--- config.mk ---
export PLATFORM = sky130hd
export DESIGN_NAME = horse_lights_monitor_flat
export DESIGN_NICKNAME = d
export VERILOG_FILES = /design/src/rtl/horse_lights_monitor_if.sv /design/src/rtl/horse_lights_monitor.sv /design/src/flat_wrapper.sv
export SDC_FILE = /design/constraint.sdc
export NUM_CORES = 1
export LEC_CHECK = 0
export CAP_MARGIN = 20
export CORE_MARGIN = 2
export CORE_UTILIZATION = 45
export CTS_BUF_LIST = sky130_fd_sc_hd__clkbuf_8
export DETAILED_ROUTE_END_ITERATION = 6
export PLACE_DENSITY = 0.74
export SLEW_MARGIN = 40
export SYNTH_ARGS = -nofsm -noshare
export SYNTH_HDL_FRONTEND = slang
export SYNTH_SLANG_ARGS = --single-unit
export TNS_END_PERCENT = 50
--- constraint.sdc ---
create_clock -name clk -period 4.2 [get_ports clk]
set_clock_uncertainty 0.15 [all_clocks]
set_input_delay 0.42 -clock clk [delete_from_list [all_inputs] [get_ports clk]]
set_output_delay 0.42 -clock clk [all_outputs]
set_load 0.01 [all_outputs]
--- src/rtl/horse_lights_monitor_if.sv ---
// Lamp-bus bundle between the light generator (master) and the loopback monitor (slave).
interface horse_lights_monitor_if;
  logic [7:0] led;
  logic       led_vld;
  logic [1:0] mode_det;
  logic       locked;
  logic [3:0] step_idx;
  logic [1:0] rep_cnt;
  logic       done;
  logic       err;

  modport master (
    output led, led_vld,
    input  mode_det, locked, step_idx, rep_cnt, done, err
  );

  modport slave (
    input  led, led_vld,
    output mode_det, locked, step_idx, rep_cnt, done, err
  );
endinterface

--- src/rtl/horse_lights_monitor.sv ---
// Running-light receive checker: matches strobed lamp samples against the four mode sequences.
// Optional strobe-gap timeout is compiled in with `define HL_MON_TIMEOUT_EN.
//
// state   | meaning
// --------+-------------------------------------------------------------
// S_IDLE  | no candidate mode; waiting for a step-0 value
// S_TRACK | one or more candidate modes still match; following the steps
// S_HOLD  | REPS repetitions seen; outputs frozen until the next strobe
module horse_lights_monitor #(
  parameter int unsigned REPS        = 2,
  parameter int unsigned TIMEOUT_CYC = 1000
) (
  input logic                   clk,
  input logic                   reset_n,
  horse_lights_monitor_if.slave bus
);

  typedef enum logic [1:0] {
    S_IDLE  = 2'd0,
    S_TRACK = 2'd1,
    S_HOLD  = 2'd2
  } state_t;

  function automatic logic [7:0] ref_val(input logic [1:0] mode, input logic [3:0] idx);
    logic [7:0] v;
    v = 8'h00;
    unique case (mode)
      2'd0: begin
        case (idx)
          4'd0:    v = 8'h80;
          4'd1:    v = 8'hC0;
          4'd2:    v = 8'hE0;
          4'd3:    v = 8'hF0;
          4'd4:    v = 8'hF8;
          4'd5:    v = 8'hFC;
          4'd6:    v = 8'hFE;
          4'd7:    v = 8'hFF;
          4'd8:    v = 8'h7F;
          4'd9:    v = 8'h3F;
          4'd10:   v = 8'h1F;
          4'd11:   v = 8'h0F;
          4'd12:   v = 8'h07;
          4'd13:   v = 8'h03;
          4'd14:   v = 8'h01;
          default: v = 8'h00;
        endcase
      end
      2'd1: begin
        case (idx)
          4'd0:    v = 8'h81;
          4'd1:    v = 8'hC3;
          4'd2:    v = 8'hE7;
          4'd3:    v = 8'hFF;
          4'd4:    v = 8'h7E;
          4'd5:    v = 8'h3C;
          4'd6:    v = 8'h18;
          default: v = 8'h00;
        endcase
      end
      2'd2: begin
        case (idx)
          4'd0:    v = 8'h80;
          4'd1:    v = 8'hC0;
          4'd2:    v = 8'hE0;
          default: v = 8'hF0;
        endcase
      end
      default: begin
        case (idx)
          4'd0:    v = 8'h87;
          4'd1:    v = 8'hC3;
          4'd2:    v = 8'hE1;
          4'd3:    v = 8'hF0;
          4'd4:    v = 8'h78;
          4'd5:    v = 8'h3C;
          4'd6:    v = 8'h1E;
          default: v = 8'h0F;
        endcase
      end
    endcase
    return v;
  endfunction

  function automatic logic [3:0] last_idx(input logic [1:0] mode);
    return (mode == 2'd0) ? 4'd15 : 4'd7;
  endfunction

  function automatic logic [1:0] enc(input logic [3:0] onehot);
    logic [1:0] m;
    m = 2'd0;
    case (onehot)
      4'b0010: m = 2'd1;
      4'b0100: m = 2'd2;
      4'b1000: m = 2'd3;
      default: m = 2'd0;
    endcase
    return m;
  endfunction

  state_t     state_q, state_d;
  logic [3:0] cand_q, cand_d;
  logic [3:0] exp_idx_q, exp_idx_d;
  logic [3:0] step_idx_q, step_idx_d;
  logic [1:0] rep_cnt_q, rep_cnt_d;
  logic [1:0] mode_det_q, mode_det_d;
  logic       locked_q, locked_d;
  logic       done_q, done_d;
  logic       err_q, err_d;

  logic [3:0] step0_hit;
  logic [3:0] keep;
  logic [1:0] rep_inc;
  logic       restart;
  logic       timeout;

  // Step-0 hits and surviving candidates are evaluated for every mode in parallel.
  always_comb begin
    step0_hit = 4'b0000;
    keep      = 4'b0000;
    for (int m = 0; m < 4; m++) begin
      step0_hit[m] = (ref_val(2'(m), 4'd0) == bus.led);
      keep[m]      = cand_q[m] && (exp_idx_q <= last_idx(2'(m))) &&
                     (ref_val(2'(m), exp_idx_q) == bus.led);
    end
  end

  assign rep_inc = rep_cnt_q + 2'd1;

`ifdef HL_MON_TIMEOUT_EN
  localparam int unsigned GAP_W = $clog2(TIMEOUT_CYC + 1);

  logic [GAP_W-1:0] gap_q, gap_d;

  // Down-counter reloaded on every strobe; terminal count only matters while tracking.
  always_comb begin
    gap_d   = gap_q;
    timeout = 1'b0;
    if (bus.led_vld) begin
      gap_d = GAP_W'(TIMEOUT_CYC);
    end else if (state_q == S_TRACK) begin
      if (gap_q <= GAP_W'(1)) begin
        timeout = 1'b1;
      end else begin
        gap_d = gap_q - GAP_W'(1);
      end
    end
  end

  always_ff @(posedge clk or negedge reset_n) begin
    if (!reset_n) begin
      gap_q <= GAP_W'(TIMEOUT_CYC);
    end else begin
      gap_q <= gap_d;
    end
  end
`else
  logic unused_timeout_cfg;
  assign unused_timeout_cfg = |TIMEOUT_CYC;
  assign timeout            = 1'b0;
`endif

  always_comb begin
    state_d    = state_q;
    cand_d     = cand_q;
    exp_idx_d  = exp_idx_q;
    step_idx_d = step_idx_q;
    rep_cnt_d  = rep_cnt_q;
    done_d     = 1'b0;
    err_d      = 1'b0;
    restart    = 1'b0;

    if (bus.led_vld) begin
      unique case (state_q)
        S_IDLE: restart = 1'b1;
        S_HOLD: begin
          restart   = 1'b1;
          rep_cnt_d = 2'd0;
        end
        S_TRACK: begin
          if (keep == 4'b0000) begin
            err_d     = 1'b1;
            rep_cnt_d = 2'd0;
            restart   = 1'b1;
          end else begin
            cand_d = keep;
            if ($onehot(keep) && (exp_idx_q == last_idx(enc(keep)))) begin
              rep_cnt_d  = rep_inc;
              step_idx_d = 4'd0;
              exp_idx_d  = 4'd0;
              if (rep_inc == 2'(REPS)) begin
                done_d  = 1'b1;
                state_d = S_HOLD;
              end
            end else begin
              step_idx_d = exp_idx_q;
              exp_idx_d  = exp_idx_q + 4'd1;
            end
          end
        end
        default: state_d = S_IDLE;
      endcase
    end else if (timeout) begin
      err_d      = 1'b1;
      state_d    = S_IDLE;
      cand_d     = 4'b0000;
      rep_cnt_d  = 2'd0;
      step_idx_d = 4'd0;
      exp_idx_d  = 4'd0;
    end

    // The current sample doubles as step 0 of a fresh match (also after a violation).
    if (restart) begin
      cand_d     = step0_hit;
      step_idx_d = 4'd0;
      exp_idx_d  = 4'd1;
      state_d    = (step0_hit != 4'b0000) ? S_TRACK : S_IDLE;
    end

    locked_d   = $onehot(cand_d);
    mode_det_d = $onehot(cand_d) ? enc(cand_d) : 2'd0;
  end

  always_ff @(posedge clk or negedge reset_n) begin
    if (!reset_n) begin
      state_q    <= S_IDLE;
      cand_q     <= 4'b0000;
      exp_idx_q  <= 4'd0;
      step_idx_q <= 4'd0;
      rep_cnt_q  <= 2'd0;
      mode_det_q <= 2'd0;
      locked_q   <= 1'b0;
      done_q     <= 1'b0;
      err_q      <= 1'b0;
    end else begin
      state_q    <= state_d;
      cand_q     <= cand_d;
      exp_idx_q  <= exp_idx_d;
      step_idx_q <= step_idx_d;
      rep_cnt_q  <= rep_cnt_d;
      mode_det_q <= mode_det_d;
      locked_q   <= locked_d;
      done_q     <= done_d;
      err_q      <= err_d;
    end
  end

  assign bus.mode_det = mode_det_q;
  assign bus.locked   = locked_q;
  assign bus.step_idx = step_idx_q;
  assign bus.rep_cnt  = rep_cnt_q;
  assign bus.done     = done_q;
  assign bus.err      = err_q;

endmodule

--- src/flat_wrapper.sv ---
// flat-port wrapper written by rule: the top's interface ports become plain ports
module horse_lights_monitor_flat 
#(
  parameter int unsigned REPS        = 2,
  parameter int unsigned TIMEOUT_CYC = 1000
)
  (clk, reset_n, bus_led, bus_led_vld, bus_mode_det, bus_locked, bus_step_idx, bus_rep_cnt, bus_done, bus_err);
  horse_lights_monitor_if bus_i ();
  input logic clk;
  input logic reset_n;
  input wire logic [$bits(bus_i.led)-1:0] bus_led;
  input wire logic [$bits(bus_i.led_vld)-1:0] bus_led_vld;
  output wire logic [$bits(bus_i.mode_det)-1:0] bus_mode_det;
  output wire logic [$bits(bus_i.locked)-1:0] bus_locked;
  output wire logic [$bits(bus_i.step_idx)-1:0] bus_step_idx;
  output wire logic [$bits(bus_i.rep_cnt)-1:0] bus_rep_cnt;
  output wire logic [$bits(bus_i.done)-1:0] bus_done;
  output wire logic [$bits(bus_i.err)-1:0] bus_err;
  assign bus_i.led = bus_led;
  assign bus_i.led_vld = bus_led_vld;
  assign bus_mode_det = bus_i.mode_det;
  assign bus_locked = bus_i.locked;
  assign bus_step_idx = bus_i.step_idx;
  assign bus_rep_cnt = bus_i.rep_cnt;
  assign bus_done = bus_i.done;
  assign bus_err = bus_i.err;
  horse_lights_monitor #(.REPS(REPS), .TIMEOUT_CYC(TIMEOUT_CYC)) u_core (.clk(clk), .reset_n(reset_n), .bus(bus_i));
endmodule
==> results.json <==
{
  "status": "complete, but fails checks",
  "violations": "setup timing",
  "syn_inst": 244,
  "ys_warn_count": 0,
  "first_pass_iters": 4,
  "synth_top_family_by_area": "compound AO/OA/AOI/OAI gates",
  "grt_first_pass_wirelength_um": 10300,
  "path_clk_slew_ns": 0.07,
  "synth_area_sq_mm": 0.00211,
  "required_ns": 4.24,
  "grt_remaining_overflow": 0,
  "rows": 24,
  "dieArea_sq_mm": 0.00525,
  "whs_ns": 0.367,
  "final_nets": 357,
  "cp_cell_sequence": "ha_4, inv_4, ha_4, or2_4, mux4_2, nor3_2, and2_1, inv_1, ha_2, and2_4, and2_4, a21oi_4, nor3_4, a21o_1, ha_1, inv_1, ha_2, fa_1, nor2_1, nand2_1, nor2_1",
  "synth_xor_area_share_pct": 6.23,
  "yosys.area_share.adder_pct": 16.1,
  "grt_pass1_vias": 2164,
  "reg2reg_depth": 21,
  "worstPathMaxFanout": 4,
  "numCtsBuffers": 3,
  "synthSimpleGateAreaFrac_pct": 20.6,
  "routedWlPerCell_um": 17.5,
  "combPwrFrac_pct": 15.2,
  "synth_edf_count": 0,
  "wirelength_um": 6490,
  "slew_viol_final": 0,
  "final_cell_mix": "buf_4, clkdlybuf4s50_1, nand2_1, dfrtp_1, nor2_1",
  "startpoint_type": "flop",
  "dp_hpwl_um": 4510,
  "async_flop_share_pct": 100,
  "clockPowerShare_pct": 33.0,
  "syn_nets": 281,
  "fp.dieW_um": 72.5,
  "io_buffers": 21,
  "clockRootBuffer": "clkbuf_8",
  "diodes": 0,
  "cellLeakagePower_nw": 1.39,
  "rsz0062_at_grt": "yes",
  "vias": 2146,
  "fin_crit_sh_pct": 103,
  "ant_nets": 0,
  "setup.worst_path.class": "flop to flop",
  "core-area_sq_mm": 0.00444,
  "muxShareOfSynthArea_pct": 2.02,
  "ir_worst_vdd_uv": 182,
  "hp-start": "u_core.bus.step_idx[0]",
  "min_to": "u_core.bus.step_idx[0]",
  "min_period_ns": 4.32,
  "clk_latency_ns": 0.26,
  "synth_seq_cells": 21,
  "dp_cells": 352,
  "synth_cell_types": 58,
  "synth_compound_area_share_pct": 24.6,
  "finalWeightedCongestion": 1.02,
  "arrival_ns": 4.36,
  "synth_top_flop_cell": "dfrtp_1",
  "reg2reg_slack_ns": -0.12,
  "drtIter0Drc": 134,
  "slew_headroom_pct": 68.5,
  "start_util_pct": 47.5,
  "p_int_mw": 0.296,
  "fin_cells": 371,
  "crit_path_end_kind": "flop",
  "critPathMaxStageDelay_ns": 0.49,
  "track_usage_pct": 24.7,
  "holdPathStages": 1,
  "p_seq_share_pct": 51.8,
  "drv_cap": 0,
  "cts_tree": "yes",
  "netSwitchingFraction_pct": 24.6,
  "hold_class": "flop to flop",
  "fill_cells": 313,
  "fin_setup_tns_ns": -0.293,
  "clockBufferDepth": 2,
  "final_common_cell": "buf_4",
  "grt_start_max_net_pins": 22,
  "power_density_mw_per_mm2": 124,
  "slowest_stage": "mux4_2",
  "setup_viol": 3,
  "antenna_found_initial": 0,
  "drive_gt1_share_pct": 37.6,
  "vias_per_cell": 5.78,
  "fmax_ghz": 0.231,
  "r2r_end": "u_core.bus.mode_det[1]",
  "htreeDepth": 1,
  "worstMarginPinSlew_ns": 0.473,
  "fin_ws_ns": -0.124,
  "io-pin-count": 22,
  "rr_startpoint": "u_core.exp_idx_q[0]",
  "finalHoldViolations": 0,
  "die_h_um": 72.5,
  "syn_avg_cell_area_sq_um": 8.65,
  "yosysSeqAreaShare_pct": 24.9,
  "area_growth_syn_to_layout_pct": 49.7,
  "clock_sinks": 21,
  "route.detailed.drc": 0,
  "p_sw_mw": 0.0967
}
## through the flow
step	total power [mW]	util [%]	setup WS [ns]	cell area, sq um
after floorplan	0.235	-	-0.0886	2250
final	0.392	71.1	-0.124	3160
after CTS	0.393	68.1	-0.0805	3030
after global placement	0.263	63.2	-0.152	2810
after global routing	0.408	71.1	-0.281	3160
after detailed placement	0.264	63.1	-0.230	2810
## worst max path at each step
stage                             start                endpoint  depth (start not counted)  slack, ns
floorplan           u_core.exp_idx_q[0]  u_core.bus.mode_det[0]                         22      -0.09
global placement             bus_led[5]  u_core.bus.mode_det[1]                         19      -0.15
detailed placement           bus_led[5]  u_core.bus.mode_det[1]                         19      -0.23
CTS                 u_core.exp_idx_q[0]  u_core.bus.mode_det[1]                         22      -0.08
global route        u_core.exp_idx_q[2]  u_core.bus.mode_det[1]                         20      -0.28
finish              u_core.exp_idx_q[0]  u_core.bus.mode_det[1]                         21      -0.12
## critical path: cells and delay by family, from the launching register on
family / cells / cell delay [ns]
flip-flops: 1 / 0.43
AND/OR/NAND/NOR: 9 / 1.22
adder cells (fa/ha/maj): 6 / 1.38
AO/OA/AOI/OAI: 2 / 0.38
multiplexers: 1 / 0.49
buffers and inverters: 3 / 0.19
## per-layer routing
metal / track usage (%) / vias up / part of all wire (%)
li1: - / 1027 / -
met1: 33.3 / 1036 / 42
met2: 42.4 / 68 / 50
met3: 1.81 / 15 / 5.3
met4: 7.82 / 0 / 2.2
met5: 0 / - / 0
## kinds of logic (layout without fill, tap and decap cells)
group / count (synthesis) / after routing
AOI/OAI and AO/OA: 68 / 68
muxes: 3 / 3
buffers and inverters: 28 / 103
xor gates and xnor gates: 15 / 15
and+or+nand+nor: 83 / 83
adders and majority gates: 26 / 26
DFF: 21 / 21
## cell type report
cell class	instances	area, sq um	share of cell area (%)
Multi-Input combinational cell	195	1740	55.0
Tap cell	52	65.1	2.06
Sequential cell	21	529	16.8
Clock inverter	1	3.75	0.119
Timing Repair Buffer	83	709	22.5
Clock buffer	3	41.3	1.31
Inverter	16	72.6	2.30
## Yosys cell counts (5+ instances only)
cell type | instances | area (sq um)
ha_1 | 24 | 300
dfrtp_1 | 21 | 526
nand2_1 | 20 | 75.1
inv_1 | 16 | 60.1
nor2_1 | 16 | 60.1
a21oi_1 | 10 | 50.1
xnor2_1 | 10 | 87.6
a22o_1 | 8 | 70.1
nand3_1 | 7 | 35.0
o21ai_0 | 7 | 35.0
a31oi_1 | 6 | 37.5
clkbuf_1 | 6 | 22.5
a21o_1 | 5 | 37.5
and2_1 | 5 | 31.3
nor4_1 | 5 | 31.3
o21a_1 | 5 | 37.5
o21ai_1 | 5 | 25.0
xor2_1 | 5 | 43.8
## timing repair
action                                 4_1_cts  5_1_grt
buffers inserted                             9        6
gates resized for setup                     19       20
endpoints found under the hold margin       21        0
setup endpoints to repair                    6       15
hold buffers                                 1        0
pin swaps                                   17       22
## power groups by stage
stage	Combinational (mW)	Clock, mW	Sequential [mW]
floorplan	0.0280	0	0.207
global placement	0.0563	0	0.207
detailed placement	0.0566	0	0.207
CTS	0.0581	0.132	0.203
global route	0.0645	0.140	0.203
finish	0.0598	0.129	0.203
## sequential cells by signal (all words and copies together) (netlist names)
register             cells
u_core.exp_idx_q         4
u_core.bus.done          1
u_core.cand_q            4
u_core.bus.locked        1
u_core.bus.mode_det      2
u_core.bus.step_idx      4
u_core.state_q           2
u_core.bus.err           1
u_core.bus.rep_cnt       2
Note: power is estimated with default switching activity, not from simulation.
